===== config.mk =====
export PLATFORM = sky130hd
export DESIGN_NAME = bpm_estimator
export DESIGN_NICKNAME = d
export VERILOG_FILES = /design/src/rtl/bpm_estimator.sv
export SDC_FILE = /design/constraint.sdc
export NUM_CORES = 1
export LEC_CHECK = 0
export ABC_AREA = 1
export BUFFER_PORTS_ARGS = -buffer_cell sky130_fd_sc_hd__buf_2
export CAP_MARGIN = 25
export CELL_PAD_IN_SITES_DETAIL_PLACEMENT = 1
export CELL_PAD_IN_SITES_GLOBAL_PLACEMENT = 1
export CORE_MARGIN = 1
export CORE_UTILIZATION = 35
export DETAILED_ROUTE_END_ITERATION = 10
export PLACE_DENSITY_LB_ADDON = 0.1
export SYNTH_ARGS = -nofsm -noshare
export SYNTH_HDL_FRONTEND = slang
export SYNTH_SLANG_ARGS = --single-unit
export TNS_END_PERCENT = 10

===== constraint.sdc =====
create_clock -name clk -period 4.48 [get_ports clk]
set_clock_uncertainty 0.05 [all_clocks]
set_input_delay 0.448 -clock clk [delete_from_list [all_inputs] [get_ports clk]]
set_output_delay 0.448 -clock clk [all_outputs]
set_load 0.05 [all_outputs]

===== src/rtl/bpm_estimator.sv =====
// Heartbeat interval averager with a rounded restoring divider producing BPM_estimate.
// Define BPM_OUTLIER_REJECT_EN to drop intervals more than 50% off the locked average.
module bpm_estimator #(
   parameter int unsigned CLK_HZ    = 50_000_000,
   parameter int unsigned MAX_BPM   = 200,
   parameter int unsigned MIN_BPM   = 30,
   parameter int unsigned AVG_DEPTH = 4
) (
   input  logic                           clk,
   input  logic                           reset,
   input  logic                           beat_in,
   output logic [$clog2(MAX_BPM+1)-1:0]   BPM_estimate,
   output logic                           bpm_valid,
   output logic                           locked,
   output logic                           beat_accepted
);
   localparam longint unsigned MIN_INT = 64'd60 * CLK_HZ / MAX_BPM;
   localparam longint unsigned TIMEOUT = 64'd60 * CLK_HZ / MIN_BPM;
   localparam longint unsigned NUM     = 64'd60 * CLK_HZ * AVG_DEPTH;
   localparam int CNT_W  = $clog2(TIMEOUT + 64'd1);
   localparam int LOG_D  = $clog2(AVG_DEPTH);
   localparam int SUM_W  = CNT_W + LOG_D;
   localparam int DW     = $clog2(NUM + (64'd1 << SUM_W));
   localparam int BW     = $clog2(MAX_BPM + 1);
   localparam int ACC_W  = $clog2(AVG_DEPTH + 1);
   localparam int STEP_W = $clog2(DW + 1);

   localparam logic [CNT_W-1:0]  MIN_INT_C  = CNT_W'(MIN_INT);
   localparam logic [CNT_W-1:0]  TIMEOUT_C  = CNT_W'(TIMEOUT);
   localparam logic [DW-1:0]     NUM_C      = DW'(NUM);
   localparam logic [DW-1:0]     MAX_Q_C    = DW'(MAX_BPM);
   localparam logic [BW-1:0]     MAX_BPM_C  = BW'(MAX_BPM);
   localparam logic [ACC_W-1:0]  ACC_FULL_C = ACC_W'(AVG_DEPTH);
   localparam logic [STEP_W-1:0] DW_STEPS_C = STEP_W'(DW);

   if (MIN_INT <= DW + 4) begin : g_bad_min_int
      $error("bpm_estimator: refractory interval shorter than divider latency");
   end
   if ((AVG_DEPTH < 2) || ((AVG_DEPTH & (AVG_DEPTH - 1)) != 0)) begin : g_bad_depth
      $error("bpm_estimator: AVG_DEPTH must be a power of 2 and at least 2");
   end

   typedef enum logic [1:0] {S_IDLE = 2'd0, S_MEASURE = 2'd1, S_DIVIDE = 2'd2} state_t;

   state_t             state_r, state_nxt_s;
   logic               beat_q_r, edge_r;
   logic [CNT_W-1:0]   cnt_r;
   logic [CNT_W-1:0]   ring_r [AVG_DEPTH];
   logic [LOG_D-1:0]   ptr_r;
   logic [SUM_W-1:0]   sum_r;
   logic               primed_r;
   logic [ACC_W-1:0]   acc_r;
   logic [STEP_W-1:0]  step_r;
   logic [DW-1:0]      dq_r;
   logic [SUM_W-1:0]   rem_r;
   logic [BW-1:0]      bpm_r;
   logic               bpm_valid_r, locked_r, beat_acc_r;
   logic               start_s, take_s, prime_s, reject_s, timeout_s, div_done_s, qbit_s;
   logic [SUM_W:0]     trial_s;
   logic [SUM_W-1:0]   rem_nxt_s;
   logic [DW-1:0]      q_final_s;

`ifdef BPM_OUTLIER_REJECT_EN
   logic               rej_pend_r, outlier_s;
   logic [SUM_W-1:0]   id_s, diff_s;

   // Distance of the candidate interval from the running average, scaled by AVG_DEPTH
   always_comb begin
      id_s = {cnt_r, {LOG_D{1'b0}}};
      if (id_s > sum_r) begin
         diff_s = id_s - sum_r;
      end else begin
         diff_s = sum_r - id_s;
      end
      outlier_s = diff_s > (sum_r >> 1);
   end

   // Remembers a pending rejection so a second consecutive outlier re-primes the average
   always_ff @(posedge clk) begin
      if (reset || timeout_s) begin
         rej_pend_r <= 1'b0;
      end else if (reject_s) begin
         rej_pend_r <= 1'b1;
      end else if (take_s) begin
         rej_pend_r <= 1'b0;
      end
   end
`endif

   // One restoring-division step: shift in the next dividend bit, subtract if it fits
   always_comb begin
      trial_s = {rem_r, dq_r[DW-1]};
      if (trial_s >= {1'b0, sum_r}) begin
         qbit_s    = 1'b1;
         rem_nxt_s = SUM_W'(trial_s - {1'b0, sum_r});
      end else begin
         qbit_s    = 1'b0;
         rem_nxt_s = SUM_W'(trial_s);
      end
      q_final_s = {dq_r[DW-2:0], qbit_s};
   end

   // Next-state and event decode
   always_comb begin
      state_nxt_s = state_r;
      start_s     = 1'b0;
      take_s      = 1'b0;
      prime_s     = 1'b0;
      reject_s    = 1'b0;
      timeout_s   = 1'b0;
      div_done_s  = 1'b0;
      case (state_r)
         S_IDLE: begin
            if (edge_r) begin
               start_s     = 1'b1;
               state_nxt_s = S_MEASURE;
            end else begin
               state_nxt_s = S_IDLE;
            end
         end
         S_MEASURE: begin
            // timeout wins over a coincident edge, which is then lost
            if (cnt_r == TIMEOUT_C) begin
               timeout_s   = 1'b1;
               state_nxt_s = S_IDLE;
            end else if (edge_r && (cnt_r >= MIN_INT_C)) begin
`ifdef BPM_OUTLIER_REJECT_EN
               if (locked_r && outlier_s && !rej_pend_r) begin
                  reject_s    = 1'b1;
                  state_nxt_s = S_MEASURE;
               end else begin
                  take_s      = 1'b1;
                  prime_s     = !primed_r || (locked_r && outlier_s);
                  state_nxt_s = S_DIVIDE;
               end
`else
               take_s      = 1'b1;
               prime_s     = !primed_r;
               state_nxt_s = S_DIVIDE;
`endif
            end else begin
               state_nxt_s = S_MEASURE;
            end
         end
         S_DIVIDE: begin
            if (step_r == DW_STEPS_C) begin
               div_done_s  = 1'b1;
               state_nxt_s = S_MEASURE;
            end else begin
               state_nxt_s = S_DIVIDE;
            end
         end
         default: state_nxt_s = S_IDLE;
      endcase
   end

   // State register
   always_ff @(posedge clk) begin
      if (reset) begin
         state_r <= S_IDLE;
      end else begin
         state_r <= state_nxt_s;
      end
   end

   // Edge detect, interval counter and accept strobe
   always_ff @(posedge clk) begin
      if (reset) begin
         beat_q_r   <= 1'b0;
         edge_r     <= 1'b0;
         cnt_r      <= '0;
         beat_acc_r <= 1'b0;
      end else begin
         beat_q_r   <= beat_in;
         edge_r     <= beat_in & ~beat_q_r;
         beat_acc_r <= start_s | take_s | reject_s;
         // the accept cycle is the first cycle of the new interval, so cnt equals the edge spacing
         if (start_s | take_s | reject_s) begin
            cnt_r <= CNT_W'(1);
         end else if (timeout_s) begin
            cnt_r <= '0;
         end else if ((state_r != S_IDLE) && (cnt_r != TIMEOUT_C)) begin
            cnt_r <= cnt_r + CNT_W'(1);
         end
      end
   end

   // Interval ring, running sum and accepted-interval count
   always_ff @(posedge clk) begin
      if (reset || timeout_s) begin
         for (int i = 0; i < int'(AVG_DEPTH); i++) begin
            ring_r[i] <= '0;
         end
         ptr_r    <= '0;
         sum_r    <= '0;
         primed_r <= 1'b0;
         acc_r    <= '0;
      end else if (take_s) begin
         if (prime_s) begin
            for (int i = 0; i < int'(AVG_DEPTH); i++) begin
               ring_r[i] <= cnt_r;
            end
            ptr_r    <= '0;
            sum_r    <= {cnt_r, {LOG_D{1'b0}}};
            primed_r <= 1'b1;
            acc_r    <= ACC_W'(1);
         end else begin
            ring_r[ptr_r] <= cnt_r;
            ptr_r         <= ptr_r + LOG_D'(1);
            sum_r         <= sum_r - SUM_W'(ring_r[ptr_r]) + SUM_W'(cnt_r);
            if (acc_r != ACC_FULL_C) begin
               acc_r <= acc_r + ACC_W'(1);
            end
         end
      end
   end

   // Divider sequencing and registered outputs
   always_ff @(posedge clk) begin
      if (reset) begin
         step_r      <= '0;
         dq_r        <= '0;
         rem_r       <= '0;
         bpm_r       <= '0;
         bpm_valid_r <= 1'b0;
         locked_r    <= 1'b0;
      end else begin
         bpm_valid_r <= timeout_s | div_done_s;
         if (timeout_s) begin
            bpm_r    <= '0;
            locked_r <= 1'b0;
         end else if (div_done_s) begin
            bpm_r    <= (q_final_s > MAX_Q_C) ? MAX_BPM_C : q_final_s[BW-1:0];
            locked_r <= (acc_r == ACC_FULL_C);
         end else if (prime_s) begin
            locked_r <= 1'b0;
         end
         if (state_r == S_DIVIDE) begin
            // step 0 loads NUM + sum/2 so the quotient rounds to nearest
            if (step_r == '0) begin
               dq_r  <= NUM_C + DW'(sum_r >> 1);
               rem_r <= '0;
            end else begin
               dq_r  <= q_final_s;
               rem_r <= rem_nxt_s;
            end
            step_r <= div_done_s ? '0 : step_r + STEP_W'(1);
         end
      end
   end

   assign BPM_estimate  = bpm_r;
   assign bpm_valid     = bpm_valid_r;
   assign locked        = locked_r;
   assign beat_accepted = beat_acc_r;

endmodule

# [Word-level counts from Yosys, hierarchy flattened]
# Memory sizes are Yosys's and may differ from the RTL's. A register that Yosys moved wholly into a read port is not among the register bits.
# Index checks and enable logic that the tools add are counted.
[word_totals] mem_bits_ro=0 inputBits=3 reg_bits=146 n_memories=1 out_inout_bits=11 ramBits=108 latchBits=0
[memory_table] name="ring_r" depth=4 word_bits=27 read_ports=1 rd_clocked_by_memory_dff=1 write_ports=4 line="48" rtl="logic [CNT_W-1:0] ring_r [AVG_DEPTH];"
[op_classes] div_mod_pow=0 n_bitwise=8 order_cmp=3 n_reduce_logical=15 mul=0 mux=51 shift=0 n_addsub=8 n_eq_ne=7
[op_table] op="$mux W27" n=5
[op_table] op="$mux W29" n=3
[op_table] op="$add A34 B28 Y34 const A" n=1
[op_table] op="$gt A34 B8 Y1 const B" n=1
[op_table] op="$mux W34" n=1
[op_table] op="$ge A30 B29 Y1" n=1
[op_table] op="$mux W1" n=30
[op_table] op="$add A29 B27 Y29" n=1
[op_table] op="$sub A29 B27 Y29" n=1
[op_table] op="$sub A29 B29 Y29" n=1
[op_table] op="$add A27 B1 Y27 const B" n=1
[op_table] op="$eq A27 B27 Y1 const B" n=1
[op_table] op="$ge A27 B24 Y1 const B" n=1
[op_table] op="$ne A27 B27 Y1 const B" n=1
[op_table] op="$reduce_or A27 Y1" n=1
[op_table] op="$mux W2" n=7
[op_table] op="$mux W8" n=1
[op_table] op="$add A6 B1 Y6 const B" n=1
[op_table] op="$eq A6 B6 Y1 const B" n=1
[op_table] op="$logic_not A6 Y1" n=1
[op_table] op="$mux W3" n=2
[op_table] op="$mux W6" n=1
[op_table] op="$or A1 B1 Y1" n=6
[op_table] op="$pmux W2 S3" n=1
[op_table] op="other kinds (17)" n=21

# [Longest topological paths before layout]
[depth] depth_word=11 mapped_depth=20 depth_no_buf=18

# [Worst setup path after synthesis]
# No wires, ideal clock.
[synth_timing] kind="register -> register" startpoint="reg with a tool-made name" endpoint="reg sum_r[17]" synth_period_minus_slack_ps=3185 path_stages_with_launch=17 t_arrival_ps=3016 path_slack_ps=1295 cell_sequence="dfxtp_1 -> clkbuf_1 -> clkinv_1 -> clkbuf_1 -> o21ai_0 -> o22ai_1 -> fa_1 -> inv_1 -> ha_1 -> a21oi_1 -> inv_1 -> a21oi_1 -> nand2_1 -> nand3b_1 -> or2_2 -> nand3_1 -> a21oi_1"
[synth_rtl] element="to (signal assigned)" line="204" rtl="sum_r <= {cnt_r, {LOG_D{1'b0}}};"
[synth_rtl] element="to (signal assigned)" line="210" rtl="sum_r <= sum_r - SUM_W'(ring_r[ptr_r]) + SUM_W'(cnt_r);"
[synth_rtl] element="to (decl)" line="50" rtl="logic [SUM_W-1:0] sum_r;"

==> flow_metrics.tcl <==
set metrics [dict create \
    dp_hpwl_mm 50.7 \
    dieWidth_um 221 \
    tns_ns 0 \
    grt_pass1_wl_mm 103 \
    yosys.area.top_type_share_pct 19.2 \
    synth_common_cells "nand2_1, nor2_1, inv_1" \
    fin_crit_sh_pct 92.6 \
    powerDensity_nw_per_um2 300 \
    grt.overflow.total 0 \
    die_y_um 221 \
    min_from "beat_in" \
    combPwrFrac_pct 3.8 \
    vias_per_cell 5.32 \
    syn-cell-area_um2 16900 \
    synth_edf_count 108 \
    hp-class "primary input to register" \
    holdPathStages 3 \
    status "complete, no violations" \
    drtPass1Iterations 7 \
    rrSetupSlack_ns 0.33 \
    cts_tree "yes" \
    path_class "register to register" \
    endpoint_kind "register" \
    leakage_nw 8.35 \
    antenna_found_initial 0 \
    hold_buffers 0 \
    io_buffers 13 \
    cp_max_fo 29 \
    grt_max_degree 64 \
    syn_to_final_growth_pct 11.6 \
    synthTopCellsByArea "edfxtp_1, dfxtp_1, nand2_1, nor2_1, inv_1" \
    syn-num-nets 2500 \
    yosysMostFrequentCell "nand2_1" \
    p_switching_mw 1.34 \
    grt_pass1_vias 16800 \
    clk_transition_reported_paths_ns 0.06 \
    grt_usage_pct 27.6 \
    rsz0062_at_grt "no" \
    power_mw 5.64 \
    wl_per_cell_um 22.0 \
    slew_viol_final 0 \
    synth_ff_type "dfxtp_1" \
    syn_inst 2398 \
    ir_drop_mv 0.219 \
    ys_seq_area_share_pct 36.8 \
    layout.nets 2510 \
    ff2ff_path_depth 16 \
    cts_max_path_buffers 3 \
    required_ns 4.91 \
    crit_arrival_ns 4.58 \
    io_pins 14 \
    max-slew-margin-rel_pct 29.4 \
    whs_endpoint "beat_q_r" \
    place_congestion 0.957 \
    timing.rr.end "sum_r[16]" \
    hold_viol_final 0 \
    drive_gt1_share_pct 6.20 \
    ant_nets 0 \
    clock-sinks 256 \
    via_count 16200 \
    routed_wl_mm 67.1 \
    die_area_um2 49000 \
    drt-initial-drc-count 1128 \
    initial_utilization_pct 35.4 \
    drcViolationCount 0 \
    cp-start-kind "register" \
    htree_levels 2 \
    synth.distinct_cells 52 \
    ys_ff_latch 256 \
    p_sw_share_pct 23.7 \
    rows 80 \
    root_buffer "clkbuf_16" \
    clkPwrFrac_pct 51.9 \
    synthArstFlopShare_pct 0 \
    numCtsBuffers 35 \
    yosys_warnings 0 \
    seqPwrFrac_pct 44.3 \
    insertion_delay_ns 0.56 \
    synth_top_area_cell "edfxtp_1" \
    worst_pin_slew_ns 1.05 \
    drv_cap 0 \
    max_freq_ghz 0.241 \
    core_area_um2 47600 \
    internal-power_mw 4.30 \
    synth.avg_cell_area_um2 7.03 \
    n_antenna_cell 0 \
    setup_viol 0 \
    period_needed_ns 4.15 \
]
[metrics by stage]
step	cells	setup slack [ns]	instance area (µm²)	util (%)	hold WS, ns
after floorplan	2398	1.29	16900	-	0.323
after global routing	3050	0.240	18800	39.5	0.104
after global placement	2985	0.254	17600	36.9	0.330
after detailed placement	2986	0.215	17600	37.0	0.337
after CTS	3050	0.181	18800	39.5	0.0550
final	3050	0.330	18800	39.5	0.0700
[layout by cell type (no fill, tap or decap), types with 14 or more instances in the layout]
master	Yosys	final
nand2_1	588	588
nor2_1	369	368
inv_1	304	303
a21oi_1	183	183
dfxtp_1	148	147
nand3_1	135	135
o21ai_0	116	116
edfxtp_1	108	108
ha_1	71	71
buf_4	4	40
nand4_1	39	39
clkbuf_16	0	36
o22ai_1	34	34
nor3_1	33	33
xor2_1	32	32
fa_1	28	28
xnor2_1	14	14
[power by group through the flow]
stage | sequential (mW) | combinational (mW) | clock, mW
2_1_floorplan | 2.54 | 0.137 | 0
3_3_place_gp | 2.55 | 0.216 | 0
3_5_place_dp | 2.55 | 0.218 | 0
4_1_cts | 2.50 | 0.219 | 2.99
5_1_grt | 2.50 | 0.238 | 3.06
6_report | 2.50 | 0.216 | 2.93
[routing by layer]
| metal | global-route usage (%) | up-vias | routed length (µm) |
|---|---|---|---|
| li1 | - | 7803 | - |
| met5 | 0 | - | 0 |
| met3 | 2.74 | 71 | 2880 |
| met2 | 45.0 | 340 | 30500 |
| met1 | 39.3 | 8027 | 32300 |
| met4 | 6.29 | 0 | 1380 |
[logic make-up (layout without fill, tap and decap cells)]
group	after synthesis	count (layout)	synth area share [%]
AND/OR/NAND/NOR	1201	1201	29.5
buffers and inverters	409	446	9.83
AO/OA/AOI/OAI	387	387	12.9
flip-flops	256	256	36.8
adder cells (fa/ha/maj)	99	99	8.60
XOR/XNOR	46	46	2.39
[area by class of cell]
class	instances	area, µm²
clock buffer	49	1020
clock inverter	15	169
fill	6044	28800
timing repair buffer	55	405
sequential	256	6210
tap	615	769
multi-input combinational	1733	9000
inverter	327	1230
[timing repair]
action,in CTS,in global routing
buffers inserted,0,0
gates resized for setup,0,1
setup endpoints to repair,0,2
[state kept, by name, indices dropped and copies added (netlist names), 2 cells and up, named ones only]
signal	flops
ring_r	108
dq_r	34
rem_r	29
sum_r	29
cnt_r	27
BPM_estimate	8
step_r	6
acc_r	3
ptr_r	2
state_r	2
[worst max-delay path, stage by stage, from the launching register on]
cell and delay (ns):
dfxtp_2 0.35, clkinvlp_4 0.35, buf_12 0.31, o21ai_0 0.17, o22ai_1 0.21, fa_1 0.55, inv_1 0.05, ha_1 0.37
nand2_1 0.12, o21ai_0 0.36, nand2_1 0.13, nand3_1 0.22, nand2_1 0.09, nand2_1 0.13, xor2_1 0.29, nand2_1 0.13
a21oi_1 0.16
[worst max-delay path by stage]
stage,from,to,slack (ns),cells past startpoint
2_1_floorplan,register,sum_r[17],1.29,16
3_3_place_gp,register,sum_r[10],0.25,15
3_5_place_dp,register,sum_r[16],0.21,16
4_1_cts,register,sum_r[16],0.18,16
5_1_grt,register,sum_r[16],0.24,16
6_report,register,sum_r[16],0.33,16
Power figures use the tool's default switching activity.
